$ cat src/rtl/divider_pkg.sv
// Shared constants for the sequential restoring divider.
// Latency: n/a (package only).
// Handshake: n/a. Holds the default operand width and the 2-bit FSM state encoding.
package divider_pkg;

  // Default operand / quotient / remainder width.
  localparam int DIV_WIDTH_DEFAULT = 4;

  // FSM state encoding.
  localparam logic [1:0] ST_IDLE = 2'd0;
  localparam logic [1:0] ST_RUN  = 2'd1;
  localparam logic [1:0] ST_DONE = 2'd2;

endpackage

$ cat src/rtl/subtractor.sv
// Ripple-borrow subtractor: diff = a - b - borrow_in, with borrow_out.
// Latency: purely combinational.
// Handshake: none.
// Ports: a, b (WIDTH bits) operands; borrow_in; diff (WIDTH bits); borrow_out (1 = a < b + borrow_in).
module subtractor #(
  parameter int WIDTH = 5
) (
  input  logic [WIDTH-1:0] a,
  input  logic [WIDTH-1:0] b,
  input  logic             borrow_in,
  output logic [WIDTH-1:0] diff,
  output logic             borrow_out
);

  // chain[i] is the borrow into bit i.
  logic [WIDTH:0] chain;

  assign chain[0] = borrow_in;

  for (genvar i = 0; i < WIDTH; i++) begin : g_bit
    // Full subtractor cell: borrow when a < b, or when a == b and a borrow arrives.
    assign diff[i]    = a[i] ^ b[i] ^ chain[i];
    assign chain[i+1] = (~a[i] & b[i]) | (~(a[i] ^ b[i]) & chain[i]);
  end

  assign borrow_out = chain[WIDTH];

endmodule

$ cat src/rtl/seq_divider4.sv
// Sequential restoring unsigned divider, one quotient bit per clock.
// Latency: done pulses WIDTH edges after the accepting edge; start-to-start spacing is WIDTH+2 edges.
// Handshake: start is sampled only in IDLE; busy marks RUN, done is a one-cycle pulse in DONE.
// Ports: clk, rst_n (async, active-low); start, dividend, divisor in;
//        busy, done, quotient, remainder, div_by_zero out. The result outputs hold until the next result.
module seq_divider4
  import divider_pkg::*;
#(
  parameter int WIDTH = DIV_WIDTH_DEFAULT
) (
  input  logic             clk,
  input  logic             rst_n,
  input  logic             start,
  input  logic [WIDTH-1:0] dividend,
  input  logic [WIDTH-1:0] divisor,
  output logic             busy,
  output logic             done,
  output logic [WIDTH-1:0] quotient,
  output logic [WIDTH-1:0] remainder,
  output logic             div_by_zero
);

  localparam int CNT_W = (WIDTH > 1) ? $clog2(WIDTH) : 1;

  logic [1:0]       state_q,     state_d;
  logic [CNT_W-1:0] cnt_q,       cnt_d;
  logic [WIDTH-1:0] d_q,         d_d;
  logic [WIDTH-1:0] qw_q,        qw_d;
  logic [WIDTH-1:0] rw_q,        rw_d;
  logic             dbz_q,       dbz_d;
  logic [WIDTH-1:0] quotient_q,  quotient_d;
  logic [WIDTH-1:0] remainder_q, remainder_d;
  logic             div_by_zero_q, div_by_zero_d;

  // Shifted partial remainder kept at WIDTH+1 bits so the bit shifted out
  // of Rw still takes part in the compare against D.
  logic [WIDTH:0] shifted;
  logic [WIDTH:0] trial;
  logic           borrow;
  logic           trial_msb_unused;

  assign shifted = {rw_q, qw_q[WIDTH-1]};

  subtractor #(
    .WIDTH (WIDTH + 1)
  ) u_sub (
    .a          (shifted),
    .b          ({1'b0, d_q}),
    .borrow_in  (1'b0),
    .diff       (trial),
    .borrow_out (borrow)
  );

  // A successful trial is always below D, so its top bit is zero.
  assign trial_msb_unused = trial[WIDTH];

  logic [WIDTH-1:0] rw_next;
  logic [WIDTH-1:0] qw_next;

  always_comb begin
    rw_next = borrow ? shifted[WIDTH-1:0] : trial[WIDTH-1:0];
    qw_next = {qw_q[WIDTH-2:0], ~borrow};
  end

  always_comb begin
    state_d       = state_q;
    cnt_d         = cnt_q;
    d_d           = d_q;
    qw_d          = qw_q;
    rw_d          = rw_q;
    dbz_d         = dbz_q;
    quotient_d    = quotient_q;
    remainder_d   = remainder_q;
    div_by_zero_d = div_by_zero_q;

    case (state_q)
      ST_IDLE: begin
        if (start) begin
          d_d     = divisor;
          qw_d    = dividend;
          rw_d    = '0;
          cnt_d   = CNT_W'(WIDTH - 1);
          dbz_d   = (divisor == '0);
          state_d = ST_RUN;
        end
      end
      ST_RUN: begin
        qw_d  = qw_next;
        rw_d  = rw_next;
        cnt_d = cnt_q - 1'b1;
        if (cnt_q == '0) begin
          quotient_d    = qw_next;
          remainder_d   = rw_next;
          div_by_zero_d = dbz_q;
          state_d       = ST_DONE;
        end
      end
      ST_DONE: begin
        state_d = ST_IDLE;
      end
      default: begin
        state_d = ST_IDLE;
      end
    endcase
  end

  always_ff @(posedge clk or negedge rst_n) begin
    if (!rst_n) begin
      state_q       <= ST_IDLE;
      cnt_q         <= '0;
      d_q           <= '0;
      qw_q          <= '0;
      rw_q          <= '0;
      dbz_q         <= 1'b0;
      quotient_q    <= '0;
      remainder_q   <= '0;
      div_by_zero_q <= 1'b0;
    end else begin
      state_q       <= state_d;
      cnt_q         <= cnt_d;
      d_q           <= d_d;
      qw_q          <= qw_d;
      rw_q          <= rw_d;
      dbz_q         <= dbz_d;
      quotient_q    <= quotient_d;
      remainder_q   <= remainder_d;
      div_by_zero_q <= div_by_zero_d;
    end
  end

  assign busy        = (state_q == ST_RUN);
  assign done        = (state_q == ST_DONE);
  assign quotient    = quotient_q;
  assign remainder   = remainder_q;
  assign div_by_zero = div_by_zero_q;

endmodule

$ cat config.mk
export PLATFORM = sky130hd
export DESIGN_NAME = seq_divider4
export DESIGN_NICKNAME = d
export VERILOG_FILES = /design/src/rtl/divider_pkg.sv /design/src/rtl/subtractor.sv /design/src/rtl/seq_divider4.sv
export SDC_FILE = /design/constraint.sdc
export NUM_CORES = 1
export LEC_CHECK = 0
export BUFFER_PORTS_ARGS = -buffer_cell sky130_fd_sc_hd__buf_2
export CAP_MARGIN = 20
export CORE_UTILIZATION = 58
export CTS_CLUSTER_DIAMETER = 60
export DETAILED_ROUTE_END_ITERATION = 16
export GPL_ROUTABILITY_DRIVEN = 1
export HOLD_SLACK_MARGIN = 0.1
export PLACE_DENSITY_LB_ADDON = 0.08
export SYNTH_ARGS = -nofsm -noshare
export SYNTH_HDL_FRONTEND = slang
export SYNTH_HIERARCHICAL = 1
export SYNTH_SLANG_ARGS = --single-unit
$ cat constraint.sdc
create_clock -name clk -period 4.1 [get_ports clk]
set_input_delay 0.82 -clock clk [delete_from_list [all_inputs] [get_ports clk]]
set_output_delay 0.82 -clock clk [all_outputs]
set_load 0.005 [all_outputs]
==> metrics.md <==
| Metric | Value |
|---|---|
| Die Area | 2376 µm² |
| Clock-pin slew on the worst setup and hold paths | 0.13 ns |
| Lkg Pwr | 0.7138 nW |
| Routed wire length | 2.077 mm |
| Worst-margin pin slew | 0.5571 ns |
| # fillers | 158 |
| GPL Wtd Cong | 0.7427 |
| Layout Utilization | 69.94% |
| Ys Warns | 6 |
| Die width | 48.75 µm |
| Crit-path slowest cell | dfrtp_1 |
| Gate Count Post-Synth | 110 |
| Slew Viols, Final | 0 |
| Std cell rows | 16 |
| Clock Skews | 0.004482 ns |
| Worst vdd ir | 0.0004455 V |
| Post-synthesis sequential area ratio | 51.33% |
| Vias in the first global route | 823 |
| Worst R2R Start | d_q[0]$_DFFE_PN0P_ |
| F_max | 374.3 MHz |
| Largest net degree at the start of global routing | 27 |
| WP data arrival | 2.87 ns |
| Worst Slack Setup Final | 1.428 ns |
| CTS Root Cell | clkbuf_4 |
| Total Routing Usage GR | 20.38% |
| Critical path launch point type | flop |
| Clock H-tree levels | 1 |
| Highest-count cells in the layout ignoring fill and taps | dfrtp_1 (26), buf_2 (21), inv_1 (16), mux2_2 (10), nand2_1 (9) |
| Drt drc | 0 |
| Cts bufs inserted | 3 |
| Clock Sinks | 26 |
| Avg Inst Size Synth | 11.52 µm² |
| Antenna Cells | 0 |
| Pwr/cell area | 778.5 nW/µm² |
| Top delay family on crit path | adder cells |
| CTS-repair resized insts | 0 |
| RSZ-0062 raised after global routing | false |
| Maxcap violations | 0 |
| Worst-skew pair later-pin latency | 0.31 ns |
| Core ar. | 2002 µm² |
| Final Critical Period | 2.672 ns |
| Worst-path fanout max | 6 |
| Final HPWL DP | 1.546 mm |
| Crit path top cell by count | fa_1 |
| Postcts setup bufs | 0 |
| Hold Fails Final Rpt | 0 |
| Post-Place Setup Slack | 1.447 ns |
| CTS tree | yes |
| Crit-path cells | inv_1 -> fa_1 -> inv_1 -> fa_1 -> fa_1 -> fa_1 -> inv_1 -> fa_1 -> inv_1 -> mux2i_1 -> o21ai_0 |
| Worst Setup SP | d_q[0]$_DFFE_PN0P_ |
| WS Path Type | flop to flop |
| Period utilisation layout | 65.16% |
| Area Overhead vs Synth | 10.46% |
| Total number of vias | 830 |
| Final setup viols | 0 |
| CP required | 4.30 ns |
| Fin nets | 149 |
| Hold Path Class | primary input to asynchronous set/reset pin |
| Yosys cell types | 28 |
| Synthesized area | 1267 µm² |
| Share of layout cells above drive strength 1 | 28.46% |
| Worst Reg-to-Reg Cells | 11 |
| Setup TNS | 0 ns |
| Chip height | 48.75 µm |
| PortBufs | 21 |
| Initial antenna violation count | 0 |
| Wirelength per Cell | 13.23 µm |
| Yosys reg bits | 26 |
| Commonest non-fill, non-tap cell in the layout | dfrtp_1 |
| DR pass1 iterations | 4 |
| Ports | 22 |
| Starting DRT DRC Count | 6 |
| Crit. path cell count | 11 |
| Largest stage delay on the critical path | 0.40 ns |
| Initial core utilization | 63.31% |
| First-pass GRT wire length | 3.636 mm |
| Routed Antenna Nets | 0 |
| Crit. End Element | flop |
| CTS max path bufs | 2 |
| Status | complete, no violations |
| Vias per std cell | 5.287 |
| Hold-fix buffers, CTS | 0 |
| CP bufs+invs | 4 |
| Slew HR | 62.86% |
| GRT overflow | 0 |
## metrics by stage
| step | instances | hold slack, ns | power, mW | instance area (µm²) |
|---|---|---|---|---|
| after floorplan | 111 | 0.4711 | 0.8679 | 1271 |
| after global placement | 154 | 0.4561 | 0.9629 | 1378 |
| after detailed placement | 154 | 0.4676 | 0.9973 | 1378 |
| after CTS | 157 | 0.4914 | 1.098 | 1400 |
| after global routing | 157 | 0.5085 | 1.194 | 1400 |
| final | 157 | 0.4757 | 1.090 | 1400 |
## final cells by class
class                      instances  area (µm²)  share of cell area, %
sequential                        26       650.6                  46.47
multi-input combinational         64       528.0                  37.71
timing repair buffer              21       105.1                  7.507
inverter                          16       60.06                  4.290
tap                               27       33.78                  2.413
clock buffer                       3       22.52                  1.609
## final timing paths
| check | end | slack (ns) |
|---|---|---|
| min in group clk | quotient[0]$_DFFE_PN0P_ | 0.49 |
| max in group asynchronous | d_q[0]$_DFFE_PN0P_ | 3.26 |
| worst min-delay path | dbz_q$_DFFE_PN0P_ | 0.48 |
| worst max-delay path | remainder[1]$_DFFE_PN0P_ | 1.43 |
| worst min register to register | quotient[0]$_DFFE_PN0P_ | 0.49 |
| worst max register to register | remainder[1]$_DFFE_PN0P_ | 1.43 |
## cell families after synthesis
| group | after synthesis | synth area share, % |
|---|---|---|
| muxes | 14 | 12.04 |
| other | 1 | 0.2959 |
| adders and majority gates | 6 | 8.885 |
| and+or+nand+nor | 26 | 11.95 |
| DFF | 26 | 51.33 |
| AOI/OAI and AO/OA | 16 | 8.193 |
| buffers and inverters | 21 | 7.305 |
## sequential cells by signal, summed over array words and instances, names as in the netlist
register and cells:
quotient 4, rw_q 4, cnt_q 2, remainder 4, dbz_q 1, div_by_zero 1
d_q 4, state_q 2, qw_q 4
## synthesized netlist by cell type
master | number | area (µm²)
inv_1 | 16 | 60.06
a21oi_1 | 1 | 5.000
fa_1 | 5 | 100.1
and2b_1 | 1 | 7.510
mux2i_1 | 4 | 40.04
buf_1 | 1 | 3.750
nor2_1 | 6 | 22.52
o22a_1 | 1 | 8.760
a2bb2oi_1 | 1 | 8.760
dfrtp_1 | 26 | 650.6
buf_4 | 1 | 7.510
buf_6 | 1 | 11.26
buf_2 | 2 | 10.01
nor4b_1 | 1 | 8.760
o22ai_1 | 5 | 31.28
o21ai_0 | 5 | 25.02
a211oi_1 | 2 | 15.01
o21ba_2 | 1 | 10.01
mux2_2 | 10 | 112.6
nor4_1 | 1 | 6.260
nand2_1 | 9 | 33.78
nor3b_4 | 1 | 18.77
nand2b_1 | 1 | 6.260
conb_1 | 1 | 3.750
nor3_1 | 4 | 20.02
ha_1 | 1 | 12.51
nand3b_4 | 1 | 20.02
or2b_1 | 1 | 7.510
## routing by layer
layer / GRT usage (%) / share of wire [%] / routed length [µm]
met2: 33.80 / 49 / 1011
met4: 9.314 / 1.2 / 25
met3: 3.774 / 3.7 / 76
met5: 0 / 0 / 0
met1: 25.97 / 46 / 964
## power by group
group / switching [mW] / internal, mW
Clock: 0.0703 / 0.0344
Sequential: 0.0964 / 0.380
Combinational: 0.260 / 0.248
Total: 0.427 / 0.663
Power figures use the tool's default switching activity.
